**src/rtl/datapath_regs_pkg.sv**
```systemverilog
// Shared constants for the register-file datapath: widths, bus select codes,
// special register indices and flag bit positions.
package datapath_regs_pkg;

  localparam int DATA_W = 16;
  localparam int FLAG_W = 3;
  localparam int NUM_R  = 8;

  // Bus source select codes. Codes 0..7 select R0..R7 and 11..15 drive zero.
  localparam logic [3:0] SEL_IR  = 4'd8;
  localparam logic [3:0] SEL_G   = 4'd9;
  localparam logic [3:0] SEL_DIN = 4'd10;

  // Registers with counting behaviour.
  localparam int PC_IDX = 7;
  localparam int SP_IDX = 5;

  // Bit positions inside the {cout, n, z} flag vector.
  localparam int FLAG_COUT = 2;
  localparam int FLAG_N    = 1;
  localparam int FLAG_Z    = 0;

  typedef logic [DATA_W-1:0] word_t;
  typedef logic [FLAG_W-1:0] flags_t;

endpackage : datapath_regs_pkg

```
**src/rtl/datapath_regs_counter.sv**
```systemverilog
// 16-bit register with parallel load, increment and decrement. Load wins over
// counting; simultaneous inc and dec cancel out and the register holds.
module up_down_counter_reg
  import datapath_regs_pkg::*;
(
  input  logic  clk,
  input  logic  reset_n,
  input  logic  load_i,
  input  word_t data_i,
  input  logic  inc_i,
  input  logic  dec_i,
  output word_t q_o
);

  word_t cnt_q;
  word_t cnt_d;

  // Next-state selection: load, then single-direction count, otherwise hold.
  always_comb begin
    // NOTE: assigning a default first means every path writes cnt_d, so no latch is inferred.
    cnt_d = cnt_q;
    if (load_i) begin
      cnt_d = data_i;
    end else if (inc_i && !dec_i) begin
      cnt_d = cnt_q + word_t'(1);
    end else if (dec_i && !inc_i) begin
      cnt_d = cnt_q - word_t'(1);
    end
  end

  // State register with synchronous active-low clear.
  always_ff @(posedge clk) begin
    // NOTE: sequential state uses non-blocking assignments so every flop samples pre-edge values.
    if (!reset_n) begin
      cnt_q <= '0;
    end else begin
      cnt_q <= cnt_d;
    end
  end

  assign q_o = cnt_q;

endmodule : up_down_counter_reg

```
**src/rtl/datapath_regs.sv**
```systemverilog
// Register file and special-purpose registers of a simple processor datapath.
// All load enables are active-low; the internal bus is a pure mux over the
// register outputs, so loading a register from itself simply holds its value.
module datapath_regs
  import datapath_regs_pkg::*;
(
  input  logic                clk,
  input  logic                reset_n,
  input  logic [NUM_R-1:0]    RX_in,
  input  logic                IR_in,
  input  logic                A_in,
  input  logic                G_in,
  input  logic                ADDR_in,
  input  logic                DOUT_in,
  input  logic                flag_in,
  input  logic                pc_incr,
  input  logic                sp_incr,
  input  logic                sp_decr,
  input  logic                W_inp,
  input  logic [3:0]          sel,
  input  logic [DATA_W-1:0]   din,
  input  logic [DATA_W-1:0]   alu_result,
  input  logic [FLAG_W-1:0]   alu_flags,
  output logic [DATA_W-1:0]   bus,
  output logic [DATA_W-1:0]   IR_out,
  output logic [DATA_W-1:0]   A_out,
  output logic [DATA_W-1:0]   G_out,
  output logic [DATA_W-1:0]   addr_out,
  output logic [DATA_W-1:0]   dout_out,
  output logic [FLAG_W-1:0]   flag_out,
  output logic                w_out,
  output logic [DATA_W-1:0]   pc_out
);

  word_t  r_val [NUM_R];
  word_t  ir_q, a_q, g_q, addr_q, dout_q;
  flags_t flag_q;
  logic   w_q;

  // General registers R0..R7; SP and PC get the counting register.
  for (genvar n = 0; n < NUM_R; n++) begin : g_r
    if (n == SP_IDX) begin : g_sp
      up_down_counter_reg u_sp (
        .clk     (clk),
        .reset_n (reset_n),
        .load_i  (!RX_in[n]),
        .data_i  (bus),
        .inc_i   (sp_incr),
        .dec_i   (sp_decr),
        .q_o     (r_val[n])
      );
    end else if (n == PC_IDX) begin : g_pc
      up_down_counter_reg u_pc (
        .clk     (clk),
        .reset_n (reset_n),
        .load_i  (!RX_in[n]),
        .data_i  (bus),
        .inc_i   (pc_incr),
        .dec_i   (1'b0),
        .q_o     (r_val[n])
      );
    end else begin : g_plain
      word_t r_q;

      // Plain register: load from the bus when enabled, else hold.
      always_ff @(posedge clk) begin
        if (!reset_n) begin
          r_q <= '0;
        end else if (!RX_in[n]) begin
          r_q <= bus;
        end
      end

      assign r_val[n] = r_q;
    end
  end

  // Bus source mux; unused codes drive zero.
  always_comb begin
    bus = '0;
    case (sel)
      SEL_IR:  bus = {7'b0, ir_q[8:0]};
      SEL_G:   bus = g_q;
      SEL_DIN: bus = din;
      default: if (!sel[3]) bus = r_val[sel[2:0]];
    endcase
  end

  // Special registers: IR from memory, G from the ALU, the rest from the bus.
  always_ff @(posedge clk) begin
    if (!reset_n) begin
      ir_q   <= '0;
      a_q    <= '0;
      g_q    <= '0;
      addr_q <= '0;
      dout_q <= '0;
      flag_q <= '0;
    end else begin
      if (!IR_in)   ir_q   <= din;
      if (!A_in)    a_q    <= bus;
      if (!G_in)    g_q    <= alu_result;
      if (!ADDR_in) addr_q <= bus;
      if (!DOUT_in) dout_q <= bus;
      if (!flag_in) flag_q <= alu_flags;
    end
  end

  // Memory write strobe, delayed one cycle to line up with ADDR/DOUT.
  always_ff @(posedge clk) begin
    if (!reset_n) begin
      w_q <= 1'b0;
    end else begin
      w_q <= W_inp;
    end
  end

  assign IR_out   = ir_q;
  assign A_out    = a_q;
  assign G_out    = g_q;
  assign addr_out = addr_q;
  assign dout_out = dout_q;
  assign flag_out = flag_q;
  assign w_out    = w_q;
  assign pc_out   = r_val[PC_IDX];

endmodule : datapath_regs

```
**config.mk**
```make
export PLATFORM = sky130hd
export DESIGN_NAME = datapath_regs
export DESIGN_NICKNAME = d
export VERILOG_FILES = /design/src/rtl/datapath_regs_pkg.sv /design/src/rtl/datapath_regs_counter.sv /design/src/rtl/datapath_regs.sv
export SDC_FILE = /design/constraint.sdc
export NUM_CORES = 1
export LEC_CHECK = 0
export CAP_MARGIN = 30
export CORE_MARGIN = 1
export CORE_UTILIZATION = 55
export DETAILED_ROUTE_END_ITERATION = 12
export HOLD_SLACK_MARGIN = 0.06
export PLACE_DENSITY = 0.82
export SLEW_MARGIN = 5
export SYNTH_ARGS = -nofsm -noshare
export SYNTH_HDL_FRONTEND = slang
export SYNTH_SLANG_ARGS = --single-unit
```
**constraint.sdc**
```tcl
create_clock -name clk -period 5.6 [get_ports clk]
set_clock_uncertainty 0.2 [all_clocks]
set_input_delay 1.12 -clock clk [delete_from_list [all_inputs] [get_ports clk]]
set_output_delay 1.12 -clock clk [all_outputs]
set_load 0.01 [all_outputs]
```
==> impl_metrics.py, run 1 <==
metrics = {
    "drt": {
        "viasPerCell": 5.97,
        "wl_met1_mm": 12.4,
        "wl_met2_mm": 13.2,
        "drt_iter0_drc": 684,
        "topRoutingLayerUsed": "met4",
        "vias": 8579,
        "met3WireLength_mm": 2.73,
        "drc": 0,
        "routed_wl_mm": 29.2,
        "wl_per_cell_um": 20.3,
        "drt-pass1-iter-count": 5,
        "antenna_left": 0,
    },
    "hold_path": {
        "hp-class": "reg -> reg",
    },
    "cts": {
        "cts_tree": "yes",
        "clock_path_buffers": 3,
        "cts_buffers": 23,
        "htree_levels": 1,
        "post_cts_buffers": 0,
        "clock_latency_ns": 0.51,
        "numClockSinks": 212,
        "ctsRootBufferMaster": "clkbuf_16",
        "cts_hold_buf": 0,
        "clk_pin_slew_worst_paths_ns": 0.06,
        "cts.repair.resized": 0,
    },
    "synthesis": {
        "synth_edf_count": 0,
        "yosysMostFrequentCell": "dfxtp_1",
        "syn_nets": 1134,
        "synthCells": 1057,
        "synth_seq_cells": 212,
        "synthTopCellsByArea": "dfxtp_1, o211a_1, nand2b_1",
        "yosysTopAreaCellShare_pct": 40.8,
        "syn_area_sq_um": 10400,
        "synthDistinctLibCells": 49,
        "syn-mean-instance-area_sq_um": 9.85,
        "ys_warn_count": 0,
        "synth_common_cells": "dfxtp_1, o211a_1, nand2_1",
        "ys.flop_type": "dfxtp_1",
        "yosysSeqAreaShare_pct": 40.8,
        "yosysTopAreaCell": "dfxtp_1",
        "synthArstFlopShare_pct": 0,
    },
    "global_routing": {
        "grt_pass1_vias": 8299,
        "grt_overflow": 0,
        "gr-usage-all-layers_pct": 29.8,
        "grt_pass1_wl_mm": 45.9,
        "grt_max_degree": 104,
        "antenna_found_initial": 0,
    },
    "layout": {
        "syn_to_final_growth_pct": 26.3,
        "multiInputGateArea_sq_um": 5670,
        "n_antenna_cell": 0,
        "fillers": 1333,
        "layout-drive-gt1-share_pct": 9.76,
        "area.sequential_sq_um": 4240,
        "final_nets": 1270,
    },
    "timing": {
        "fmax_ghz": 0.198,
        "period_minus_slack_ns": 5.05,
        "relSlewSlack_pct": 32.5,
        "drv_slew": 0,
        "finalSetupViolCount": 0,
        "tightest_slew_ns": 1.01,
        "timing.final.crit_share_pct": 90.3,
        "tns_ns": 0,
        "hold_viol": 0,
        "rsz0062_at_grt": "no",
    },
    "critical_path": {
        "cp_max_fo": 27,
        "cpPeakStageDelay_ns": 0.60,
        "cpMaxStageDelayCell": "mux4_1",
        "cp.required_ns": 4.28,
        "end_kind": "output pin",
        "critPathArrivalTime_ns": 3.73,
        "path_class": "in -> out",
        "crit_chain": "buf_2 -> buf_4 -> mux4_1 -> nor2_1 -> a211oi_1 -> a21oi_2 -> inv_2 -> clkdlybuf4s50_1",
        "start_kind": "primary input",
    },
    "power_and_ir_drop": {
        "p_per_area_nw_per_um2": 309,
        "power.switching_uw": 1060,
        "total_power_uw": 4060,
        "intPower_uw": 3000,
        "power_frac_comb_pct": 18.4,
        "seq_power_share_pct": 41.3,
        "p_clk_share_pct": 40.3,
        "switching_share_pct": 26.2,
        "ir_worst_vdd_mv": 0.245,
        "power.leakage_uw": 0.00622,
    },
    "floorplanning": {
        "start_util_pct": 57.0,
        "rows": 49,
        "die_x_um": 140,
        "ios": 175,
        "fp.dieArea_sq_um": 19500,
        "coreArea_sq_um": 18300,
        "die_y_um": 140,
    },
    "placement": {
        "gp_congestion": 0.898,
        "port-buffer-count": 174,
        "post-dp-hpwl_mm": 20.0,
    },
    "status": {
        "status": "finished clean",
    },
    "flow_run": {
        "maxCapViolations": 0,
    },
}
layer usage:
layer,vias to the layer above,track usage (%)
met1,4100,38.9
met4,0,9.66
met3,58,7.47
met5,-,0
met2,403,48.5
li1,4018,-
placed cells by master (no fill, tap or decap), types with 13 or more instances in the layout:
cell             synthesis  layout
dfxtp_1                212     212
clkdlybuf4s50_1          0     171
o211a_1                120     120
nand2_1                107     107
nand2b_1               102     102
o21ai_0                 68      68
mux2i_1                 54      54
and2_1                  49      49
nor2b_1                 39      39
mux4_2                  28      28
clkbuf_16                0      23
buf_4                    9      23
xor2_1                  18      18
nor2_1                  17      17
ha_1                    17      17
a21oi_1                 13      13
cell families after synthesis:
family	count (synthesis)	synth area share [%]
flip-flops	212	40.8
AO/OA/AOI/OAI	270	20.4
adder cells (fa/ha/maj)	18	2.24
multiplexers	86	12.3
XOR/XNOR	29	2.44
buffers and inverters	106	4.77
AND/OR/NAND/NOR	336	17.1
cell type report:
| type | instances | share of cell area (%) |
|---|---|---|
| Multi-Input combinational cell | 739 | 43.1 |
| Clock inverter | 11 | 1.21 |
| Sequential cell | 212 | 32.3 |
| Tap cell | 229 | 2.18 |
| Inverter | 10 | 0.285 |
| Clock buffer | 30 | 5.11 |
| Timing Repair Buffer | 207 | 15.8 |
through the flow:
step	std cells	setup slack [ns]	hold WS (ns)	utilization [%]	cell area, sq um
floorplan	1057	1.97	0.262	-	10400
global placement	1386	0.507	0.296	66.5	12100
detailed placement	1394	0.554	0.305	67.2	12300
CTS	1435	0.555	0.313	71.8	13100
global route	1438	0.394	0.345	72.0	13200
finish	1438	0.546	0.319	72.0	13200
power groups by stage:
stage	logic, uW	registers, uW	clock network, uW
after global placement	709	1700	0
after CTS	741	1680	1660
after global routing	808	1690	1720
final	750	1680	1640
after detailed placement	732	1710	0
after floorplan	446	1700	0
worst max-delay path, delay by kind of cell:
kind / cells / cell delay [ns]
mux: 1 / 0.60
compound gates: 2 / 0.54
buf+inv: 4 / 1.37
simple gates: 1 / 0.10
flip-flops by register name (all words and copies together) (netlist names):
signal             cells
A_out                 16
G_out                 16
IR_out                16
addr_out              16
dout_out              16
flag_out               3
g_r.g_pc.u_pc.q_o     16
g_r.g_plain.r_q       96
g_r.g_sp.u_sp.q_o     16
w_out                  1
path summary, 6_finish.rpt:
kind | startpoint | endpoint | slack [ns] | cells after the start
setup reg to reg | g_r[5].g_sp.u_sp.q_o[0]$_SDFFE_PN0P_ | g_r[5].g_sp.u_sp.q_o[12]$_SDFFE_PN0P_ | 2.87 | 9
hold reg to reg | IR_out[9]$_SDFFE_PN0N_ | IR_out[9]$_SDFFE_PN0N_ | 0.32 | 2
hold / removal | IR_out[9]$_SDFFE_PN0N_ | IR_out[9]$_SDFFE_PN0N_ | 0.32 | 2
setup / recovery | sel[0] | bus[11] | 0.55 | 8
No activity file was read; power rests on OpenSTA's default activity.
==> inputs of run 2 (changes only) <==
REMOVE_ABC_BUFFERS = 1   (was unset)
==> impl_metrics.py, run 2 (same netlist as run 1, synthesis figures left out) <==
metrics = {
    "floorplanning": {
        "start_util_pct": 57.0,
        "coreArea_sq_um": 18300,
        "rows": 49,
        "fp.dieArea_sq_um": 19500,
        "die_x_um": 140,
        "ios": 175,
        "die_y_um": 140,
    },
    "critical_path": {
        "cpPeakStageDelay_ns": 0.56,
        "cp.required_ns": 4.28,
        "path_class": "in -> out",
        "crit_chain": "buf_2 -> buf_4 -> mux4_2 -> a21oi_2 -> inv_2 -> clkdlybuf4s50_1",
        "r2r_end": "g_r[5].g_sp.u_sp.q_o[14]$_SDFFE_PN0P_",
        "cpMaxStageDelayCell": "mux4_2",
        "end_kind": "output pin",
        "cp_max_fo": 18,
        "rr_worst_depth": 9,
        "rrSetupSlack_ns": 3.02,
        "critPathArrivalTime_ns": 3.47,
        "start_kind": "primary input",
        "r2r_start": "g_r[5].g_sp.u_sp.q_o[0]$_SDFFE_PN0P_",
    },
    "timing": {
        "finalSetupViolCount": 0,
        "relSlewSlack_pct": 39.7,
        "hold_ws_ns": 0.314,
        "drv_slew": 0,
        "hold_viol": 0,
        "tns_ns": 0,
        "fmax_ghz": 0.209,
        "timing.final.crit_share_pct": 85.6,
        "tightest_slew_ns": 0.901,
        "period_minus_slack_ns": 4.79,
        "rsz0062_at_grt": "no",
    },
    "cts": {
        "cts_hold_buf": 0,
        "htree_levels": 1,
        "clock_path_buffers": 3,
        "ctsRootBufferMaster": "clkbuf_16",
        "clk_pin_slew_worst_paths_ns": 0.06,
        "clock_latency_ns": 0.50,
        "numClockSinks": 212,
        "cts_tree": "yes",
        "post_cts_buffers": 0,
        "cts.repair.resized": 0,
        "cts_buffers": 22,
    },
    "layout": {
        "multiInputGateArea_sq_um": 5670,
        "final_common_cell": "dfxtp_1",
        "top_register": "g_r.g_plain.r_q",
        "fillers": 1373,
        "n_antenna_cell": 0,
        "area.sequential_sq_um": 4240,
        "largest_reg_flops": 96,
        "layout_common_cells": "dfxtp_1, clkdlybuf4s50_1, o211a_1",
        "layout-drive-gt1-share_pct": 9.59,
        "syn_to_final_growth_pct": 26.0,
        "final_nets": 1271,
    },
    "drt": {
        "met3WireLength_mm": 1.84,
        "drt-pass1-iter-count": 7,
        "drt_iter0_drc": 666,
        "drc": 0,
        "wl_met1_mm": 12.1,
        "vias": 8403,
        "antenna_left": 0,
        "routed_wl_mm": 26.8,
        "wl_met2_mm": 12.5,
        "topRoutingLayerUsed": "met4",
        "viasPerCell": 5.84,
        "wl_per_cell_um": 18.6,
    },
    "global_routing": {
        "antenna_found_initial": 0,
        "grt_pass1_wl_mm": 43.5,
        "grt_overflow": 0,
        "grt_pass1_vias": 8148,
        "grt_max_degree": 109,
        "gr-usage-all-layers_pct": 27.6,
    },
    "power_and_ir_drop": {
        "power.leakage_uw": 0.00620,
        "total_power_uw": 3940,
        "ir_worst_vdd_mv": 0.191,
        "p_per_area_nw_per_um2": 300,
    },
    "hold_path": {
        "hp-class": "reg -> reg",
        "hold_end": "g_r[5].g_sp.u_sp.q_o[14]$_SDFFE_PN0P_",
        "worstHoldStart": "g_r[5].g_sp.u_sp.q_o[14]$_SDFFE_PN0P_",
        "min_path_cells": 2,
    },
    "status": {
        "status": "finished clean",
    },
    "placement": {
        "gp_congestion": 0.848,
        "port-buffer-count": 174,
        "post-dp-hpwl_mm": 17.9,
    },
    "flow_run": {
        "maxCapViolations": 0,
    },
}
run 2: cell count changes in the layout (fill, tap and decap cells not counted):
cell | before | now
clkinvlp_4 | 0 | 1
buf_6 | 2 | 0
bufinv_16 | 4 | 3
clkbuf_1 | 0 | 2
clkbuf_8 | 7 | 4
buf_16 | 2 | 4
inv_6 | 1 | 0
buf_4 | 23 | 26
buf_12 | 1 | 0
run 2: metal layers:
metal / GRT usage [%] / up-vias
li1: - / 4032
met1: 38.4 / 4049
met2: 46.1 / 297
met3: 3.58 / 25
met4: 5.38 / 0
met5: 0 / -
run 2: worst max path at each step:
stage,from,cells past startpoint,to
final,sel[1],6,bus[13]
after global routing,sel[1],7,bus[2]
after CTS,sel[1],6,bus[11]
after global placement,sel[1],6,bus[13]
after floorplan,sel[0],5,bus[12]
after detailed placement,sel[1],6,bus[11]
run 2: cell type report:
class	instances	area share [%]
well taps	229	2.18
inverters	10	0.286
clock buffers	29	4.86
flip-flops and latches	212	32.3
clock inverters	10	0.973
multi-input cells	739	43.2
repair buffers	209	16.1
run 2: critical path: cells and delay by family:
family	cells	cell delay [ns]
buffers and inverters	4	1.32
AO/OA/AOI/OAI	1	0.45
multiplexers	1	0.56
run 2: per-stage QoR:
step                worst slack, ns  instances  instance area [sq um]  utilization (%)
global placement              0.845       1388                  12100             66.5
CTS                           0.799       1433                  13000             71.4
finish                        0.805       1438                  13100             71.8
global route                  0.695       1438                  13100             71.8
floorplan                      1.71        961                   9950                -
detailed placement            0.818       1394                  12300             67.2
run 2: where the power goes:
group / internal (uW) / switching (uW) / total (uW)
combinational: 372 / 363 / 734
clock: 938 / 599 / 1540
sequential: 1600 / 67.6 / 1670
total: 2910 / 1030 / 3940
==> inputs of run 3 (changes only) <==
ABC_CLOCK_PERIOD_IN_PS = 5600   (was unset)
GPL_ROUTABILITY_DRIVEN = 0   (was unset)
==> results of run 3 <==
The final DEF is identical to that of run 2; final timing and power are the same.
